**config.mk**
```make
export PLATFORM = sky130hd
export DESIGN_NAME = ex_mem_stage_buf_flat
export DESIGN_NICKNAME = d
export VERILOG_FILES = /design/src/rtl/ex_mem_stage_buf_if.sv /design/src/rtl/ex_mem_stage_buf.sv /design/src/flat_wrapper.sv
export SDC_FILE = /design/constraint.sdc
export NUM_CORES = 1
export LEC_CHECK = 0
export BUFFER_PORTS_ARGS = -buffer_cell sky130_fd_sc_hd__buf_4
export CAP_MARGIN = 30
export CORE_ASPECT_RATIO = 0.75
export CORE_UTILIZATION = 50
export CTS_CLUSTER_DIAMETER = 200
export DETAILED_ROUTE_END_ITERATION = 7
export PLACE_DENSITY = 0.75
export SETUP_SLACK_MARGIN = 0.15
export SLEW_MARGIN = 5
export SYNTH_ARGS = -nofsm -noshare
export SYNTH_HDL_FRONTEND = slang
export SYNTH_SLANG_ARGS = --single-unit
```
**constraint.sdc**
```tcl
create_clock -name clk -period 17 [get_ports clk]
set_input_delay 2.55 -clock clk [delete_from_list [all_inputs] [get_ports clk]]
set_output_delay 2.55 -clock clk [all_outputs]
set_load 0.005 [all_outputs]
```
**src/rtl/ex_mem_stage_buf_if.sv**
```systemverilog
// EX->MEM stage bus: EX-side entry inputs plus MEM-side registered outputs.
// The stage uses the slave modport; the EX/MEM environment uses master.
interface ex_mem_stage_buf_if #(
  parameter int XLEN       = 32,
  parameter int REG_ADDR_W = 5,
  parameter int CTRL_W     = 7
);
  logic                  in_valid;
  logic                  in_ready;
  logic [CTRL_W-1:0]     in_ctrl;
  logic [XLEN-1:0]       in_alu_result;
  logic [XLEN-1:0]       in_store_data;
  logic [REG_ADDR_W-1:0] in_rd;
  logic                  in_zero;
  logic                  in_branch_taken;
  logic                  in_jump_taken;
  logic [XLEN-1:0]       in_target;
  logic [XLEN-1:0]       in_link_addr;

  logic                  out_valid;
  logic                  out_ready;
  logic [CTRL_W-1:0]     out_ctrl;
  logic [XLEN-1:0]       out_alu_result;
  logic [XLEN-1:0]       out_store_data;
  logic [XLEN-1:0]       out_target;
  logic [XLEN-1:0]       out_link_addr;
  logic [REG_ADDR_W-1:0] out_rd;
  logic                  out_zero;
  logic                  out_taken;

  modport slave (
    input  in_valid, in_ctrl, in_alu_result, in_store_data, in_rd, in_zero,
           in_branch_taken, in_jump_taken, in_target, in_link_addr, out_ready,
    output in_ready, out_valid, out_ctrl, out_alu_result, out_store_data,
           out_target, out_link_addr, out_rd, out_zero, out_taken
  );

  modport master (
    output in_valid, in_ctrl, in_alu_result, in_store_data, in_rd, in_zero,
           in_branch_taken, in_jump_taken, in_target, in_link_addr, out_ready,
    input  in_ready, out_valid, out_ctrl, out_alu_result, out_store_data,
           out_target, out_link_addr, out_rd, out_zero, out_taken
  );
endinterface

```
**src/rtl/ex_mem_stage_buf.sv**
```systemverilog
// EX->MEM pipeline stage with valid/ready handshake and a 2-entry skid buffer.
// Optional EX_MEM_PERF_CNT_EN adds saturating stall_cnt / bubble_cnt outputs.
module ex_mem_stage_buf #(
  parameter int XLEN       = 32,
  parameter int REG_ADDR_W = 5,
  parameter int CTRL_W     = 7
) (
  input  logic                clk,
  input  logic                reset,
  input  logic                flush,
  ex_mem_stage_buf_if.slave   bus
`ifdef EX_MEM_PERF_CNT_EN
  ,
  output logic [31:0]         stall_cnt,
  output logic [31:0]         bubble_cnt
`endif
);

  typedef struct packed {
    logic [CTRL_W-1:0]     ctrl;
    logic [XLEN-1:0]       alu_result;
    logic [XLEN-1:0]       store_data;
    logic [REG_ADDR_W-1:0] rd;
    logic                  zero;
    logic                  taken;
    logic [XLEN-1:0]       target;
    logic [XLEN-1:0]       link_addr;
  } entry_t;

  // Encoding doubles as {skid_valid, main_valid}.
  typedef enum logic [1:0] {
    ST_EMPTY = 2'b00,
    ST_HALF  = 2'b01,
    ST_FULL  = 2'b11
  } state_t;

  state_t state_q, state_d;
  entry_t main_q, main_d;
  entry_t skid_q, skid_d;
  entry_t in_entry;
  logic   in_ready_q, in_ready_d;
  logic   main_valid;
  logic   in_xfer;
  logic   out_xfer;

  // A bubble keeps the last data fields but must present no control.
  function automatic entry_t to_bubble(entry_t e);
    entry_t b;
    b       = e;
    b.ctrl  = '0;
    b.taken = 1'b0;
    return b;
  endfunction

  always_comb begin
    in_entry.ctrl       = bus.in_ctrl;
    in_entry.alu_result = bus.in_alu_result;
    in_entry.store_data = bus.in_store_data;
    in_entry.rd         = bus.in_rd;
    in_entry.zero       = bus.in_zero;
    in_entry.taken      = bus.in_branch_taken | bus.in_jump_taken;
    in_entry.target     = bus.in_target;
    in_entry.link_addr  = bus.in_link_addr;
  end

  assign main_valid = (state_q != ST_EMPTY);
  assign in_xfer    = bus.in_valid & in_ready_q;
  assign out_xfer   = main_valid & bus.out_ready;

  always_comb begin
    // NOTE: every always_comb output gets a default first so no path infers a latch.
    state_d = state_q;
    main_d  = main_q;
    skid_d  = skid_q;

    unique case (state_q)
      ST_EMPTY: begin
        if (in_xfer) begin
          main_d  = in_entry;
          state_d = ST_HALF;
        end
      end
      ST_HALF: begin
        if (in_xfer && out_xfer) begin
          main_d = in_entry;
        end else if (in_xfer) begin
          skid_d  = in_entry;
          state_d = ST_FULL;
        end else if (out_xfer) begin
          main_d  = to_bubble(main_q);
          state_d = ST_EMPTY;
        end
      end
      ST_FULL: begin
        if (out_xfer) begin
          main_d  = skid_q;
          state_d = ST_HALF;
        end
      end
      default: begin
        main_d  = to_bubble(main_q);
        state_d = ST_EMPTY;
      end
    endcase

    // Flush drops any incoming entry; an out transfer this cycle has still completed.
    if (flush) begin
      main_d  = to_bubble(main_q);
      state_d = ST_EMPTY;
    end

    in_ready_d = (state_d != ST_FULL);
  end

  always_ff @(posedge clk) begin
    // NOTE: sequential state uses non-blocking assignments so all flops update together.
    if (!reset) begin
      state_q    <= ST_EMPTY;
      main_q     <= '0;
      in_ready_q <= 1'b1;
    end else begin
      state_q    <= state_d;
      main_q     <= main_d;
      in_ready_q <= in_ready_d;
    end
  end

  // NOTE: skid payload is not reset; its contents are only observed once the FULL state marks it valid.
  always_ff @(posedge clk) begin
    skid_q <= skid_d;
  end

  assign bus.in_ready       = in_ready_q;
  assign bus.out_valid      = main_valid;
  assign bus.out_ctrl       = main_q.ctrl;
  assign bus.out_alu_result = main_q.alu_result;
  assign bus.out_store_data = main_q.store_data;
  assign bus.out_target     = main_q.target;
  assign bus.out_link_addr  = main_q.link_addr;
  assign bus.out_rd         = main_q.rd;
  assign bus.out_zero       = main_q.zero;
  assign bus.out_taken      = main_q.taken;

`ifdef EX_MEM_PERF_CNT_EN
  logic [31:0] stall_cnt_q, stall_cnt_d;
  logic [31:0] bubble_cnt_q, bubble_cnt_d;

  always_comb begin
    stall_cnt_d  = stall_cnt_q;
    bubble_cnt_d = bubble_cnt_q;
    if (main_valid && !bus.out_ready && (stall_cnt_q != 32'hFFFF_FFFF)) begin
      stall_cnt_d = stall_cnt_q + 32'd1;
    end
    if (!main_valid && bus.out_ready && (bubble_cnt_q != 32'hFFFF_FFFF)) begin
      bubble_cnt_d = bubble_cnt_q + 32'd1;
    end
  end

  always_ff @(posedge clk) begin
    if (!reset) begin
      stall_cnt_q  <= '0;
      bubble_cnt_q <= '0;
    end else begin
      stall_cnt_q  <= stall_cnt_d;
      bubble_cnt_q <= bubble_cnt_d;
    end
  end

  assign stall_cnt  = stall_cnt_q;
  assign bubble_cnt = bubble_cnt_q;
`endif

endmodule

```
**src/flat_wrapper.sv**
```systemverilog
// flat-port wrapper written by rule: the top's interface ports become plain ports
module ex_mem_stage_buf_flat 
#(
  parameter int XLEN       = 32,
  parameter int REG_ADDR_W = 5,
  parameter int CTRL_W     = 7
)
  (clk, reset, flush, bus_in_valid, bus_in_ctrl, bus_in_alu_result, bus_in_store_data, bus_in_rd, bus_in_zero, bus_in_branch_taken, bus_in_jump_taken, bus_in_target, bus_in_link_addr, bus_out_ready, bus_in_ready, bus_out_valid, bus_out_ctrl, bus_out_alu_result, bus_out_store_data, bus_out_target, bus_out_link_addr, bus_out_rd, bus_out_zero, bus_out_taken);
  ex_mem_stage_buf_if #(.XLEN(XLEN), .REG_ADDR_W(REG_ADDR_W), .CTRL_W(CTRL_W)) bus_i ();
  input  logic clk;
  input  logic reset;
  input  logic flush;
  input wire logic [$bits(bus_i.in_valid)-1:0] bus_in_valid;
  input wire logic [$bits(bus_i.in_ctrl)-1:0] bus_in_ctrl;
  input wire logic [$bits(bus_i.in_alu_result)-1:0] bus_in_alu_result;
  input wire logic [$bits(bus_i.in_store_data)-1:0] bus_in_store_data;
  input wire logic [$bits(bus_i.in_rd)-1:0] bus_in_rd;
  input wire logic [$bits(bus_i.in_zero)-1:0] bus_in_zero;
  input wire logic [$bits(bus_i.in_branch_taken)-1:0] bus_in_branch_taken;
  input wire logic [$bits(bus_i.in_jump_taken)-1:0] bus_in_jump_taken;
  input wire logic [$bits(bus_i.in_target)-1:0] bus_in_target;
  input wire logic [$bits(bus_i.in_link_addr)-1:0] bus_in_link_addr;
  input wire logic [$bits(bus_i.out_ready)-1:0] bus_out_ready;
  output wire logic [$bits(bus_i.in_ready)-1:0] bus_in_ready;
  output wire logic [$bits(bus_i.out_valid)-1:0] bus_out_valid;
  output wire logic [$bits(bus_i.out_ctrl)-1:0] bus_out_ctrl;
  output wire logic [$bits(bus_i.out_alu_result)-1:0] bus_out_alu_result;
  output wire logic [$bits(bus_i.out_store_data)-1:0] bus_out_store_data;
  output wire logic [$bits(bus_i.out_target)-1:0] bus_out_target;
  output wire logic [$bits(bus_i.out_link_addr)-1:0] bus_out_link_addr;
  output wire logic [$bits(bus_i.out_rd)-1:0] bus_out_rd;
  output wire logic [$bits(bus_i.out_zero)-1:0] bus_out_zero;
  output wire logic [$bits(bus_i.out_taken)-1:0] bus_out_taken;
  assign bus_i.in_valid = bus_in_valid;
  assign bus_i.in_ctrl = bus_in_ctrl;
  assign bus_i.in_alu_result = bus_in_alu_result;
  assign bus_i.in_store_data = bus_in_store_data;
  assign bus_i.in_rd = bus_in_rd;
  assign bus_i.in_zero = bus_in_zero;
  assign bus_i.in_branch_taken = bus_in_branch_taken;
  assign bus_i.in_jump_taken = bus_in_jump_taken;
  assign bus_i.in_target = bus_in_target;
  assign bus_i.in_link_addr = bus_in_link_addr;
  assign bus_i.out_ready = bus_out_ready;
  assign bus_in_ready = bus_i.in_ready;
  assign bus_out_valid = bus_i.out_valid;
  assign bus_out_ctrl = bus_i.out_ctrl;
  assign bus_out_alu_result = bus_i.out_alu_result;
  assign bus_out_store_data = bus_i.out_store_data;
  assign bus_out_target = bus_i.out_target;
  assign bus_out_link_addr = bus_i.out_link_addr;
  assign bus_out_rd = bus_i.out_rd;
  assign bus_out_zero = bus_i.out_zero;
  assign bus_out_taken = bus_i.out_taken;
  ex_mem_stage_buf #(.XLEN(XLEN), .REG_ADDR_W(REG_ADDR_W), .CTRL_W(CTRL_W)) u_core (.clk(clk), .reset(reset), .flush(flush), .bus(bus_i));
endmodule
```
==> summary.txt <==
Outcome
  • Result of the run: complete, no violations

Timing
  • Max_slew headroom: 0.363
  • Slew of the pin with the lowest slew margin: ~0.95 ns
  • RSZ-0062 raised after global routing: false
  • Slew Limit Fails: 0
  • Worst setup margin: 11.87 ns
  • Post-route setup TNS: 0 ns
  • Time the worst path needs with I/O delays and setup: 5.13 ns
  • Endpoints failing setup: 0
  • Worst-case clock skew: between 0.006 and 0.007 ns
  • Hold Slack: 0.465 ns
  • Final Hold Viols: 0
  • Max Freq: around 200 MHz
  • Final cycle utilization of the critical path: 0.302

Critical path
  • Longest individual stage delay on the worst path: ~0.83 ns
  • Crit Path Category: reg -> out
  • Buffers and inverters on the worst path: 3
  • Crit start category: register
  • Most frequent CP cell: sky130_fd_sc_hd__buf_4
  • Critical Path AT: 2.58 ns
  • Critical path peak fanout: between 80 and 90
  • Largest delay contributor family on the critical path: buffers and inverters
  • Critical Path Sink Type: output port
  • Endpoint required time on the critical path: 14.45 ns
  • Series of cell instances along the critical path: buf_4 -> nor2_4 -> inv_1 -> buf_4
  • Critical Path Slowest Stage Cell: sky130_fd_sc_hd__buf_4

CTS
  • Later-pin clock latency in the skew report: 0.53 ns
  • Number of resized instances in the post-cts repair step: 0
  • # Post-CTS Setup Buffers: 0
  • Number of levels the H-tree was split into: 1
  • Clock tree root buffer cell: sky130_fd_sc_hd__clkbuf_16
  • Total of hold buffers inserted after clock tree synthesis: 0
  • Total CTS buffers: 28
  • Maximum count of clock buffers along a single path: 3
  • Total clock sinks: 287
  • CTS tree: done
  • Clock transition at the register clock pins on the worst setup and hold paths after CTS: 0.06 ns

Synth
  • Top_reg_cell synth: sky130_fd_sc_hd__dfxtp_1
  • Avg Synthesized Cell Area: 10.9 µm²
  • Number of flops mapped to enable cells by yosys: between 100 and 150
  • Flop and latch count out of synthesis: 287
  • Share of flip-flops with an asynchronous set or reset after synthesis: 0
  • Post-synthesis instance area: around 12000 µm²
  • Count of mapped cells out of synthesis: roughly 1100
  • Cell type contributing the most total cell area after synthesis: sky130_fd_sc_hd__edfxtp_1
  • Most common library cells after synthesis: sky130_fd_sc_hd__dfxtp_1 (145), sky130_fd_sc_hd__edfxtp_1 (142), sky130_fd_sc_hd__inv_1 (138)
  • Top post-synthesis cells by area: sky130_fd_sc_hd__edfxtp_1 (35%), sky130_fd_sc_hd__dfxtp_1 (23%), sky130_fd_sc_hd__a2111oi_0 (9.5%), sky130_fd_sc_hd__a221oi_1 (9.5%), sky130_fd_sc_hd__nand2b_1 (6.9%)
  • Count of unique library cells instantiated by Yosys: 24
  • Post-synth top area share: 0.345
  • Share of synthesized area occupied by flip-flops and latches: 0.580
  • Number of nets in the synthesized netlist: 1279
  • Dominant cell by count in the synthesized netlist: sky130_fd_sc_hd__dfxtp_1
  • Yosys warns: 0

Placement
  • Post-placement cell count: 1633
  • HPWL after detailed placement: slightly above 20 mm
  • Total cell area at the placement stage: 14600 µm²
  • Final GP Congestion: 0.838
  • Port Buffer Count: 291
  • Worst slack, placed: 11.64 ns

Floorplanning
  • Starting utilization of the core area: 0.513
  • DIE AREA: 25400 µm²
  • I/O pin count: 292
  • Vertical extent of the die: 138 µm
  • Die Span X: 184 µm
  • Area of the core: 24100 µm²
  • Site Rows: 49

Drt
  • Average via count per standard cell: 6.19
  • Average detailed-routed wire length per instance: 21.2 µm
  • Wirelength, routed: between 30 and 40 mm
  • First-pass iteration count of the detailed router: 5
  • Number of design rule violations left after detail routing: 0
  • Antenna-violating nets left: 0
  • Initial drt markers: about 960
  • Number of vias after detailed routing: 10400

Power
  • Pwr Total: around 1.6 mW
  • Cell leakage power: 5.55 nW
  • Power per Cell Area: 102 nW/µm²
  • Worst IR Drop VDD: 0.0000690 V

Layout
  • Post-route cell area: 15600 µm²
  • Filler Cell Count: 1914
  • Utilization after layout: 0.647
  • Final std cells w/o fill: 1686
  • Area used by multi-input combinational logic: 4150 µm²
  • Diode count: 0
  • Area growth from synthesis to layout: 26.1%
  • Fraction of layout instances using a drive strength above 1: 0.266
  • Reg area: 7170 µm²
  • NumNets Final: 1481

Flow run
  • # Max-Cap Violations: 0

GRT
  • Vias in the first global route: just under 10000
  • Total track usage: 0.269
  • Antenna violations before repair: 0
  • Wire length of the first global-routing pass: roughly 55 mm
  • Pin count of the biggest net entering global routing: 90
  • Global-route congestion overflow total: 0

Hold path
  • Worst hold-check path type: reg -> reg
worst paths after layout:
path | slack [ns] | cells past startpoint | from | to
worst max register to register | 12.69 | 6 | u_core.state_q[0]$_SDFF_PN0_ | u_core.bus.out_target[8]$_SDFFE_PN0P_
worst min-delay path | 0.46 | 2 | u_core.bus.out_link_addr[8]$_SDFFE_PN0P_ | u_core.bus.out_link_addr[8]$_SDFFE_PN0P_
worst min register to register | 0.46 | 2 | u_core.bus.out_link_addr[8]$_SDFFE_PN0P_ | u_core.bus.out_link_addr[8]$_SDFFE_PN0P_
worst max-delay path | 11.87 | 4 | u_core.state_q[0]$_SDFF_PN0_ | bus_out_valid
sequential cells by signal, indices dropped and copies added (netlist names):
signal,count
u_core.bus.out_alu_result,32
u_core.bus.out_link_addr,32
u_core.bus.in_ready,1
u_core.bus.out_rd,5
u_core.bus.out_zero,1
u_core.bus.out_target,32
u_core.state_q,2
u_core.bus.out_ctrl,7
u_core.skid_q,142
u_core.bus.out_taken,1
u_core.bus.out_store_data,32
cell usage in the layout (no fill, tap or decap), types with 2 or more instances in the layout:
master and count:
sky130_fd_sc_hd__a221o_1 8, sky130_fd_sc_hd__nand2b_1 136, sky130_fd_sc_hd__clkbuf_16 29, sky130_fd_sc_hd__clkbuf_1 7, sky130_fd_sc_hd__clkbuf_8 9, sky130_fd_sc_hd__inv_1 138, sky130_fd_sc_hd__nor4b_1 7, sky130_fd_sc_hd__nor2_1 2
sky130_fd_sc_hd__nor2_4 2, sky130_fd_sc_hd__buf_4 304, sky130_fd_sc_hd__a221oi_1 134, sky130_fd_sc_hd__clkinv_2 3, sky130_fd_sc_hd__buf_16 2, sky130_fd_sc_hd__a21oi_1 2, sky130_fd_sc_hd__dfxtp_4 2, sky130_fd_sc_hd__dfxtp_1 143
sky130_fd_sc_hd__a2111oi_0 134, sky130_fd_sc_hd__o21ai_0 135, sky130_fd_sc_hd__edfxtp_1 142, sky130_fd_sc_hd__bufinv_16 2, sky130_fd_sc_hd__clkinvlp_4 2
logic make-up (layout without fill, tap and decap cells):
logic type             after synthesis  count (layout)  synth area share
DFF                                287             287             0.580
AOI/OAI and AO/OA                  415             415             0.253
and+or+nand+nor                    155             155            0.0795
buffers and inverters              274             498            0.0877
routing by layer:
metal	vias up	part of all wire	global-route usage
met5	-	0	0
met4	0	0.021	0.0610
met3	47	0.10	0.0482
met2	592	0.44	0.400
met1	5082	0.44	0.407
li1	4718	-	-
worst register-to-register path, delay by kind of cell, from the launching register on:
| family | cells | cell delay, ns |
|---|---|---|
| DFF | 1 | 0.80 |
| AOI/OAI and AO/OA | 1 | 0.28 |
| buffers and inverters | 3 | 1.48 |
| and+or+nand+nor | 2 | 1.60 |
report_power, final:
group          total, mW  internal, mW  switching (mW)  leakage [nW]
registers          0.773         0.754          0.0193          2.48
clock network      0.644         0.382           0.262         0.471
logic              0.172        0.0811          0.0904          2.60
total               1.59          1.22           0.372          5.55
cell type report:
class | count | area share
Tap cell | 331 | 0.0266
Multi-Input combinational cell | 570 | 0.266
Sequential cell | 287 | 0.460
Clock buffer | 45 | 0.0562
Clock inverter | 7 | 0.00578
Timing Repair Buffer | 307 | 0.151
Inverter | 139 | 0.0336
Power figures use the tool's default switching activity.
